==> src/rtl/instruction_sequencer_if.sv <==
// Fetch and data-memory handshake bundle between the sequencer (master) and
// the memory subsystem (slave).
interface instruction_sequencer_if #(
   parameter int INST_W   = 16,
   parameter int I_ADDR_W = 12
);
   logic                imem_req;
   logic [I_ADDR_W-1:0] imem_addr;
   logic                imem_ready;
   logic                imem_rsp_valid;
   logic [INST_W-1:0]   imem_rsp_data;
   logic                dmem_req;
   logic                dmem_ack;

   modport master (
      output imem_req, imem_addr, dmem_req,
      input  imem_ready, imem_rsp_valid, imem_rsp_data, dmem_ack
   );

   modport slave (
      input  imem_req, imem_addr, dmem_req,
      output imem_ready, imem_rsp_valid, imem_rsp_data, dmem_ack
   );
endinterface

==> src/rtl/instruction_sequencer.sv <==
// Fetch / execute / memory-wait control for a simple processor: owns the
// instruction register, gates decoder write enables and counts retirements.
module instruction_sequencer #(
   parameter int INST_W   = 16,
   parameter int I_ADDR_W = 12,
   parameter int CNT_W    = 16
) (
   input  logic                clk,
   input  logic                rst_n,
   input  logic                run,
   input  logic                halt_req,
   input  logic [I_ADDR_W-1:0] pc_value,
   instruction_sequencer_if.master bus,
   output logic [INST_W-1:0]   instruction,
   input  logic                dec_dmem_we,
   input  logic                dec_dmem_oe,
   output logic                exec_commit,
   output logic                pc_advance,
   output logic                halted,
   output logic [CNT_W-1:0]    retired_count
);

   typedef enum logic [2:0] {
      S_IDLE,
      S_FETCH_REQ,
      S_FETCH_WAIT,
      S_EXECUTE,
      S_MEM_WAIT,
      S_HALT
   } state_t;

   state_t            state_reg, state_next;
   logic [INST_W-1:0] instruction_reg;
   logic [CNT_W-1:0]  count_reg;
   logic              imem_req_reg;
   logic              dmem_req_reg;
   logic              halted_reg;
   logic              retire;
   logic              mem_op;
   logic              capture;

   assign mem_op  = dec_dmem_we | dec_dmem_oe;
   assign capture = (state_reg == S_FETCH_WAIT) && bus.imem_rsp_valid;

   // Retire must be combinational: the commit strobe has to land in the same
   // cycle as the dmem_ack or the non-memory EXECUTE cycle.
   always_comb begin
      state_next = state_reg;
      retire     = 1'b0;
      case (state_reg)
         S_IDLE:       if (run) state_next = S_FETCH_REQ;
         S_FETCH_REQ:  if (bus.imem_ready) state_next = S_FETCH_WAIT;
         S_FETCH_WAIT: if (bus.imem_rsp_valid) state_next = S_EXECUTE;
         S_EXECUTE: begin
            if (mem_op) state_next = S_MEM_WAIT;
            else        retire     = 1'b1;
         end
         S_MEM_WAIT:   if (bus.dmem_ack) retire = 1'b1;
         S_HALT:       state_next = S_HALT;
         default:      state_next = S_IDLE;
      endcase
      if (retire) begin
         if (halt_req)  state_next = S_HALT;
         else if (!run) state_next = S_IDLE;
         else           state_next = S_FETCH_REQ;
      end
   end

   always_ff @(posedge clk or negedge rst_n) begin
      if (!rst_n) begin
         state_reg       <= S_IDLE;
         instruction_reg <= '0;
         count_reg       <= '0;
         imem_req_reg    <= 1'b0;
         dmem_req_reg    <= 1'b0;
         halted_reg      <= 1'b0;
      end else begin
         state_reg    <= state_next;
         imem_req_reg <= (state_next == S_FETCH_REQ);
         dmem_req_reg <= (state_next == S_MEM_WAIT);
         halted_reg   <= (state_next == S_HALT);
         if (capture) instruction_reg <= bus.imem_rsp_data;
         if (retire)  count_reg       <= count_reg + 1'b1;
      end
   end

   assign bus.imem_req  = imem_req_reg;
   assign bus.imem_addr = pc_value;
   assign bus.dmem_req  = dmem_req_reg;
   assign instruction   = instruction_reg;
   assign exec_commit   = retire;
   assign pc_advance    = retire;
   assign halted        = halted_reg;
   assign retired_count = count_reg;

endmodule

==> src/flat_wrapper.sv <==
// flat-port wrapper written by rule: the top's interface ports become plain ports
module instruction_sequencer_flat 
#(
   parameter int INST_W   = 16,
   parameter int I_ADDR_W = 12,
   parameter int CNT_W    = 16
)
  (clk, rst_n, run, halt_req, pc_value, instruction, dec_dmem_we, dec_dmem_oe, exec_commit, pc_advance, halted, retired_count, bus_imem_req, bus_imem_addr, bus_dmem_req, bus_imem_ready, bus_imem_rsp_valid, bus_imem_rsp_data, bus_dmem_ack);
  instruction_sequencer_if #(.INST_W(INST_W), .I_ADDR_W(I_ADDR_W)) bus_i ();
  input  logic clk;
  input  logic rst_n;
  input  logic run;
  input  logic halt_req;
  input  logic [I_ADDR_W-1:0] pc_value;
  output logic [INST_W-1:0] instruction;
  input  logic dec_dmem_we;
  input  logic dec_dmem_oe;
  output logic exec_commit;
  output logic pc_advance;
  output logic halted;
  output logic [CNT_W-1:0] retired_count;
  output wire logic [$bits(bus_i.imem_req)-1:0] bus_imem_req;
  output wire logic [$bits(bus_i.imem_addr)-1:0] bus_imem_addr;
  output wire logic [$bits(bus_i.dmem_req)-1:0] bus_dmem_req;
  input wire logic [$bits(bus_i.imem_ready)-1:0] bus_imem_ready;
  input wire logic [$bits(bus_i.imem_rsp_valid)-1:0] bus_imem_rsp_valid;
  input wire logic [$bits(bus_i.imem_rsp_data)-1:0] bus_imem_rsp_data;
  input wire logic [$bits(bus_i.dmem_ack)-1:0] bus_dmem_ack;
  assign bus_imem_req = bus_i.imem_req;
  assign bus_imem_addr = bus_i.imem_addr;
  assign bus_dmem_req = bus_i.dmem_req;
  assign bus_i.imem_ready = bus_imem_ready;
  assign bus_i.imem_rsp_valid = bus_imem_rsp_valid;
  assign bus_i.imem_rsp_data = bus_imem_rsp_data;
  assign bus_i.dmem_ack = bus_dmem_ack;
  instruction_sequencer #(.INST_W(INST_W), .I_ADDR_W(I_ADDR_W), .CNT_W(CNT_W)) u_core (.clk(clk), .rst_n(rst_n), .run(run), .halt_req(halt_req), .pc_value(pc_value), .bus(bus_i), .instruction(instruction), .dec_dmem_we(dec_dmem_we), .dec_dmem_oe(dec_dmem_oe), .exec_commit(exec_commit), .pc_advance(pc_advance), .halted(halted), .retired_count(retired_count));
endmodule
==> config.mk <==
export PLATFORM = sky130hd
export DESIGN_NAME = instruction_sequencer_flat
export DESIGN_NICKNAME = d
export VERILOG_FILES = /design/src/rtl/instruction_sequencer_if.sv /design/src/rtl/instruction_sequencer.sv /design/src/flat_wrapper.sv
export SDC_FILE = /design/constraint.sdc
export NUM_CORES = 1
export LEC_CHECK = 0
export BUFFER_PORTS_ARGS = -buffer_cell sky130_fd_sc_hd__buf_2
export CAP_MARGIN = 20
export CORE_MARGIN = 3
export CORE_UTILIZATION = 46
export CTS_CLUSTER_SIZE = 12
export DETAILED_ROUTE_END_ITERATION = 7
export GPL_ROUTABILITY_DRIVEN = 0
export GPL_TIMING_DRIVEN = 0
export PLACE_DENSITY = 0.8
export SETUP_SLACK_MARGIN = 0.1
export SYNTH_ARGS = -nofsm -noshare
export SYNTH_HDL_FRONTEND = slang
export SYNTH_SLANG_ARGS = --single-unit
==> constraint.sdc <==
create_clock -name clk -period 2.3 [get_ports clk]
set_clock_uncertainty 0.1 [all_clocks]
set_input_delay 0.46 -clock clk [delete_from_list [all_inputs] [get_ports clk]]
set_output_delay 0.46 -clock clk [all_outputs]
set_load 0.005 [all_outputs]
# After elaboration in Yosys (flattened, before gate mapping)
# Index checks and enable logic that the tools add are counted.
# classes
addsub,1
n_mul,0
div,0
n_lt_le_gt_ge,0
eq_ne,8
shifts,0
muxes,11
bitwise_logic,1
reduce_logical,2
# op_table
cell,count
3-bit two-way mux,6
3-bit case mux with 6 select lines,1
16-bit by 1-bit adder with 16-bit output (second input constant),1
3-bit equality test (second input constant),4
3-bit by 1-bit equality test with 1-bit output (second input constant),2
3-bit by 2-bit equality test with 1-bit output (second input constant),2
3-bit logical NOT,1
1-bit two-way mux,3
1-bit case mux with 2 select lines,1
1-bit logical AND,1
1-bit OR,1
# word_totals
reg_bits,38
latchBits,0
ram_bits,0
mem_bits_ro,0
inputBits,37
out_inout_bits,49
word_cells,29
mem_count,0

# Longest topological paths before layout
# Gate-level depths: netlist of run 1.
# logic_depth
word_depth,5
mapped_depth,6
ltp_nobuf,4

# Worst setup path before layout of run 1
# Ideal clock, no wire load.
# synth_timing
kind,input to output
startpoint,input port bus_dmem_ack
endpoint,output port pc_advance
arrival_time_ns,1.157
required_time_ns,1.740
setup_slack_ns,0.583
path_stages,4
n_path_buf,2
path_cell_list,and4bb_1 > a31o_2 > buf_2 > buf_4
# synth_via
elab_chain_len,2
# synth_lines
element,line_no,source
"start, declared",flat_wrapper.sv:28,input wire logic [$bits(bus_i.dmem_ack)-1:0] bus_dmem_ack;
1-bit two-way mux,instruction_sequencer.sv:58,S_MEM_WAIT: if (bus.dmem_ack) retire = 1'b1;
1-bit case mux with 2 select lines,instruction_sequencer.sv:50,case (state_reg)
"end, declared",flat_wrapper.sv:19,output logic pc_advance;
# Every way passes these cells.

# Worst setup path in the final report of run 1
# layout_timing
startpoint,register u_core.state_reg[2]
endpoint,output port pc_advance
# layout_via
elab_chain_len,2
elab_cells_between_ends,3
cone_classes,eq/ne (2); mux (1)
# layout_lines
element,line_no,source
"start, declared",instruction_sequencer.sv:32,"state_t state_reg, state_next;"
"start signal, assigned",instruction_sequencer.sv:78,state_reg <= state_next;
3-bit equality test / 3-bit by 2-bit equality test with 1-bit output (equally long branches),instruction_sequencer.sv:50,
1-bit case mux with 2 select lines *,instruction_sequencer.sv:50,
# Every way passes the cells marked *; elsewhere a longest branch is shown, timed or not.

==> results of run 1 <==
power by group:
group | total (µW) | switching [µW] | internal, µW | leakage, µW
sequential | 1010 | 126 | 888 | 0.000488
combinational | 867 | 394 | 473 | 0.000621
clock | 461 | 220 | 241 | 0.0000472
total | 2340 | 739 | 1600 | 0.00116
layout by cell type, fill, tap and decap left out, drive strengths merged:
cell type	n
nand2b	5
and3b	1
a211oi	1
and3	2
or3b	1
nand4	15
o31ai	1
clkbuf	8
clkinv	1
nor2b	2
ha	1
nand3	4
nor3	3
a31o	1
a2111oi	1
a22o	1
clkinvlp	1
and4	1
dfrtp	38
buf	90
xnor2	14
inv	3
a21oi	6
nand2	2
and2	3
nor4	2
mux2	17
xor2	1
and4bb	1
nor2	5
worst max-delay path: cells and delay by family (launching register included):
kind | cells | cell delay [ps]
and+or+nand+nor | 1 | 230
buffers and inverters | 3 | 370
AOI/OAI and AO/OA | 1 | 230
DFF | 1 | 450
layer usage:
| layer | wire [µm] | up-vias |
|---|---|---|
| li1 | - | 682 |
| met1 | 1577 | 641 |
| met2 | 1570 | 77 |
| met3 | 410 | 2 |
| met4 | 23 | 0 |
| met5 | 0 | - |
cells by family after synthesis:
logic type	after synthesis	share of synthesized area (%)
buf+inv	22	7.864
xor+xnor	15	7.307
simple gates	47	15.80
mux	17	10.65
fa+ha+maj	1	0.6958
compound gates	11	4.802
flops	38	52.89
worst paths after layout:
kind | startpoint | cells past startpoint | slack (ps) | end
worst max-delay path | u_core.state_reg[2] | 5 | 170 | pc_advance
worst min-delay path | rst_n | 1 | 160 | u_core.instruction[9]
worst max register to register | u_core.state_reg[0] | 5 | 500 | u_core.instruction[4]
worst min register to register | u_core.retired_count[15] | 1 | 370 | u_core.retired_count[15]
max in group asynchronous | rst_n | 1 | 1400 | u_core.state_reg[2]
min in group clk | bus_imem_rsp_data[1] | 2 | 310 | u_core.instruction[1]
through the flow:
stage / total power (µW) / instance area [µm²] / worst slack (ps) / instances / utilization [%]
final: 2341 / 2342 / 165.9 / 280 / 63.03
after floorplan: 1537 / 1798 / 582.8 / 151 / -
after global routing: 2534 / 2342 / 89.05 / 280 / 63.03
after detailed placement: 1881 / 2223 / 299.7 / 272 / 59.83
after CTS: 2350 / 2321 / 106.3 / 280 / 62.46
after global placement: 1858 / 2223 / 295.1 / 272 / 59.83
area by class of cell:
cell class	instances	area (µm²)
Fill cell	302	1374
Inverter	3	11.26
Timing Repair Buffer	73	365.4
Multi-Input combinational cell	91	714.4
Clock inverter	2	12.51
Tap cell	48	60.06
Buffer	19	143.9
Clock buffer	6	82.58
Sequential cell	38	952.2
==> impl_results.md, run 1 <==
- Run status: completed
- Number of global-route vias before repair: 1232
- Die area: between 0.004 and 0.005 mm²
- Synth Instances: approximately 150
- Worst Setup End Kind: primary output
- Largest cells by area after synthesis: dfrtp_1 (53%), mux2_2 (10%), xnor2_1 (6.8%)
- Layout area overhead: 30.27%
- Clk_lat worst skew: 280 ps
- Chip Width: 68.52 µm
- Post-Syn Nets: 189
- CP Max Fanout: 11
- Arrival @ worst endpoint: between 1500 and 2000 ps
- Max Freq: roughly 470 MHz
- Async S/R FF share, synth: 100.0%
- Post-synth top flop: dfrtp_1
- Avg Cell Area, Syn: between 10 and 15 µm²
- Wire per inst: 12.79 µm
- Startpoint Class: register
- Met1 usage in global routing: 21.43%
- Actual slew at the worst max-slew pin: 789.6 ps
- Power Density: 999.4 mW/mm²
- Global Route Usage Sum: between 15 and 20%
- Hold_buf cts: 0
- Dominant cell type by area after synthesis: dfrtp_1
- Yosys cell types: 32
- Post-layout minimum cycle time: 2134 ps
- Post-route setup TNS: 0 ps
- TritonCTS clock tree: done
- Vias per cell: 5.007
- First-pass GRT wire length: around 5.6 mm
- Vias: 1402
- Rel. slew slack: 47.36%
- Synthesized cell area: 0.001798 mm²
- Max VDD drop: roughly 450 µV
- Worst path cell trace: and4bb_1 > a31o_4 > buf_8 > buf_4 > buf_2
- Leakage: 0.001156 µW
- DR pass1 iterations: 4
- RSZ-0062 raised after global routing: false
- Clk buf depth: 2
- Met2 Usage GRT: 24.08%
- Share of layout cells above drive strength 1: 51.72%
- Antenna viol nets, final: 0
- CTS Buf Count: 5
- Post-synth EDFFs: 0
- Count of final setup violators: 0
- Total grt overflow: 0
- Slowest-stage cell, CP: dfrtp_2
- Synth top area share: 52.89%
- Most common cell in the netlist: dfrtp_1
- Initial DRC Count: 45
- Max Transition Viols Final: 0
- Seq/Total Area, Yosys: a little over half
- Htree depth: 2
- Site row count: 22
- WP data required: 1740 ps
- DRC: 0
- Post-CTS Repair Setup Buffers: 0
- Core area: about 0.0037 mm²
- Pin count of the biggest net entering global routing: 39
- CP Class: reg2out
- Root buffer cell: clkbuf_8
- Clock transition at the registers of the reported paths: 70 ps
- Initial Util: 48.38%
- Initial antenna violation count: 0
- Max Cap Viol: 0
- Number of synthesis warnings: 0
- Routed WL: 3.581 mm
- Met3 GRT Util: 4.700%
- Hold crit path type: in2async
- Nets: roughly 270
- Yosys reg bits: 38
- Post-CTS sizing: 1
- HPWL Detailed: 2.682 mm
- # IOs: 86
- Number of port buffers: 73
- CP max stage delay: around 450 ps
- Height of the chip: 68.52 µm
- Worst hold slack: 157.6 ps
- Final worst path period share: 92.79%
- Clock sink total: 38
- Final Hold Viols: 0
- GRT Max-Usage Layer: met2
- N_diodes: 0
- Post-synth top cells: dfrtp_1 (38), mux2_2 (16), buf_4 (15), nand4_1 (15), xnor2_1 (14)
Note: power is estimated with default switching activity, not from simulation.
==> run 2: changes to the inputs <==
--- a/config.mk
+++ b/config.mk
@@ -7,6 +7,7 @@
 export LEC_CHECK = 0
 export BUFFER_PORTS_ARGS = -buffer_cell sky130_fd_sc_hd__buf_2
 export CAP_MARGIN = 20
+export CORE_ASPECT_RATIO = 1.5
 export CORE_MARGIN = 3
 export CORE_UTILIZATION = 46
 export CTS_CLUSTER_SIZE = 12
==> run 2 against run 1 <==
Net effect:
- via count increased by 0.64%
- total power is 9.0% higher
- wire length rose by 3.4%
- clock-buffer cell count unchanged
- sequential power hardly changed
==> impl_results.md, run 2 (synthesis results as in run 1) <==
- Run status: completed
- WP data required: 1740 ps (about the same)
- Core area: 0.003716 mm² (unchanged)
- Rel. slew slack: 46.49% (-0.86 points)
- # IOs: 86 (unchanged)
- Layout area overhead: 31.66%
- Actual slew at the worst max-slew pin: 802.6 ps (+12.96 ps)
- DR pass1 iterations: 4 (unchanged)
- DRC: 0 (unchanged)
- Setup WS pre-CTS: 297.2 ps (-2.468 ps)
- Startpoint Class: register
- Chip Width: 57.05 µm (-17%)
- Root buffer cell: clkbuf_8
- Switching Share: 28.98% (-2.6 points)
- Final Hold Viols: 0 (unchanged)
- Max Transition Viols Final: 0 (unchanged)
- CTS Buf Count: 5 (unchanged)
- Multi-input logic area: 705.7 µm² (-1.2%)
- Post-route setup TNS: 0 ps (unchanged)
- Clk buf depth: 2 (unchanged)
- Comb pwr share: 33.5% (-3.5 points)
- Worst Setup End Kind: primary output
- CP Class: reg2out
- CP max stage delay: 450 ps (about the same)
- RSZ-0062 raised after global routing: false
- Clock sink total: 38 (unchanged)
- Hold crit path type: in2async
- Final core utilization: 63.70% (+0.67 points)
- Height of the chip: 82.57 µm (+21%)
- Crit path buffers/inverters: 3 (unchanged)
- Number of global-route vias before repair: 1302 (+5.7%)
- Max Cap Viol: 0 (unchanged)
- CP Max Fanout: 11 (unchanged)
- Leakage: 0.001175 µW (+1.6%)
- Site row count: 27 (+23%)
- Post-layout minimum cycle time: 2131 ps (-3.074 ps)
- Initial DRC Count: 23 (-49%)
- Clock transition at the registers of the reported paths: 70 ps (about the same)
- HPWL Detailed: 2.826 mm (+5.4%)
- Max VDD drop: 724.8 µV (+60%)
- Total grt overflow: 0 (unchanged)
- Count of final setup violators: 0 (unchanged)
- Final worst path period share: 92.65% (-0.13 points)
- Switching power: 739.6 µW (about the same)
- Vias per cell: 5.131 (+2.5%)
- Number of port buffers: 73 (unchanged)
- Global Route Usage Sum: 15.45% (-0.33 points)
- Register area: 952.2 µm² (unchanged)
- Clock power frac: 26.7% (+7.0 points)
- N_diodes: 0 (unchanged)
- Clk_lat worst skew: 280 ps (about the same)
- Die area: 0.004710 mm² (+0.32%)
- Number of fillers in the final layout: 330 (+9.3%)
- TritonCTS clock tree: done
- Slowest-stage cell, CP: dfrtp_2
- Antenna viol nets, final: 0 (unchanged)
- Nets: 269 (unchanged)
- Arrival @ worst endpoint: 1570 ps (about the same)
- Wire per inst: 13.46 µm (+5.2%)
- Pin count of the biggest net entering global routing: 39 (unchanged)
- Initial Util: 48.38% (unchanged)
- Worst path cell trace: and4bb_1 > a31o_2 > buf_6 > buf_4 > buf_2
- Power Density: 1078 mW/mm² (+7.9%)
- Htree depth: 2 (unchanged)
- Flop pwr share: 39.8% (-3.5 points)
- Routed WL: 3.701 mm (+3.4%)
- Internal Power: 1812 µW (+13%)
- Share of layout cells above drive strength 1: 51.72% (unchanged)
- First-pass GRT wire length: 5.623 mm (+0.50%)
- Max Freq: 469.3 MHz (+0.14%)
- Vias: 1411 (+0.64%)
- Most frequent cells in the layout: buf_2 (74), dfrtp_1 (37), mux2_2 (16)
- Hold_buf cts: 0 (unchanged)
- Commonest non-fill, non-tap cell in the layout: buf_2
- Post-route setup slack: 168.9 ps (+3.074 ps)
- CP delay by family, top: flip-flops
- Initial antenna violation count: 0 (unchanged)
-- run 2: layout make-up --
class	instances	area share (%)
plain buffers	19	5.761
clock buffers	6	3.488
clock inverters	2	2.537
inverters	3	0.4757
multi-input cells	91	29.81
flip-flops and latches	38	40.22
well taps	43	2.273
repair buffers	73	15.43
-- run 2: worst register-to-register path, delay by kind of cell (launching register included) --
kind                   cells  cell delay, ps
buffers and inverters      2             400
and+or+nand+nor            2             470
muxes                      1             350
DFF                        1             360
-- run 2: final timing paths --
check / slack, ps / end / cells after the start / from
max in group asynchronous: 1370 / u_core.state_reg[2] / 1 / rst_n
min reg2reg: 380 / u_core.retired_count[15] / 1 / u_core.retired_count[15]
max: 170 / pc_advance / 5 / u_core.state_reg[2]
min: 160 / u_core.instruction[5] / 1 / rst_n
max reg2reg: 510 / u_core.instruction[15] / 5 / u_core.state_reg[0]
min in group clk: 310 / u_core.instruction[7] / 2 / bus_imem_rsp_data[7]
-- run 2: repair_timing --
item                                    in CTS  in global routing
cloned                                       0                  0
endpoints found under the hold margin        0                  0
resized for setup                            1                  2
endpoints found under the setup margin       1                  1
setup buffers                                0                  0
-- run 2: power groups by stage --
stage                     logic, µW  registers [µW]  clock network (µW)
after floorplan                 499            1040                   0
after global placement          844            1020                   0
after detailed placement        863            1030                   0
after CTS                       869            1010                 700
after global routing            942            1040                 725
final                           855            1020                 682
-- run 2: per-layer routing --
metal  GRT usage [%]  share of wire [%]
met1           17.33                 39
met3           2.955                8.3
met5               0                  0
met2           27.46                 52
met4           8.353               0.78
-- run 2: metrics by stage --
| step | hold WS (ps) | total power (µW) | std cells | instance area, µm² |
|---|---|---|---|---|
| 2_1_floorplan | 64.41 | 1537 | 151 | 1798 |
| 3_3_place_gp | 364.5 | 1860 | 267 | 2217 |
| 3_5_place_dp | 379.6 | 1890 | 267 | 2217 |
| 4_1_cts | 189.8 | 2584 | 275 | 2362 |
| 5_1_grt | 229.4 | 2713 | 275 | 2367 |
| 6_report | 164.4 | 2552 | 275 | 2367 |
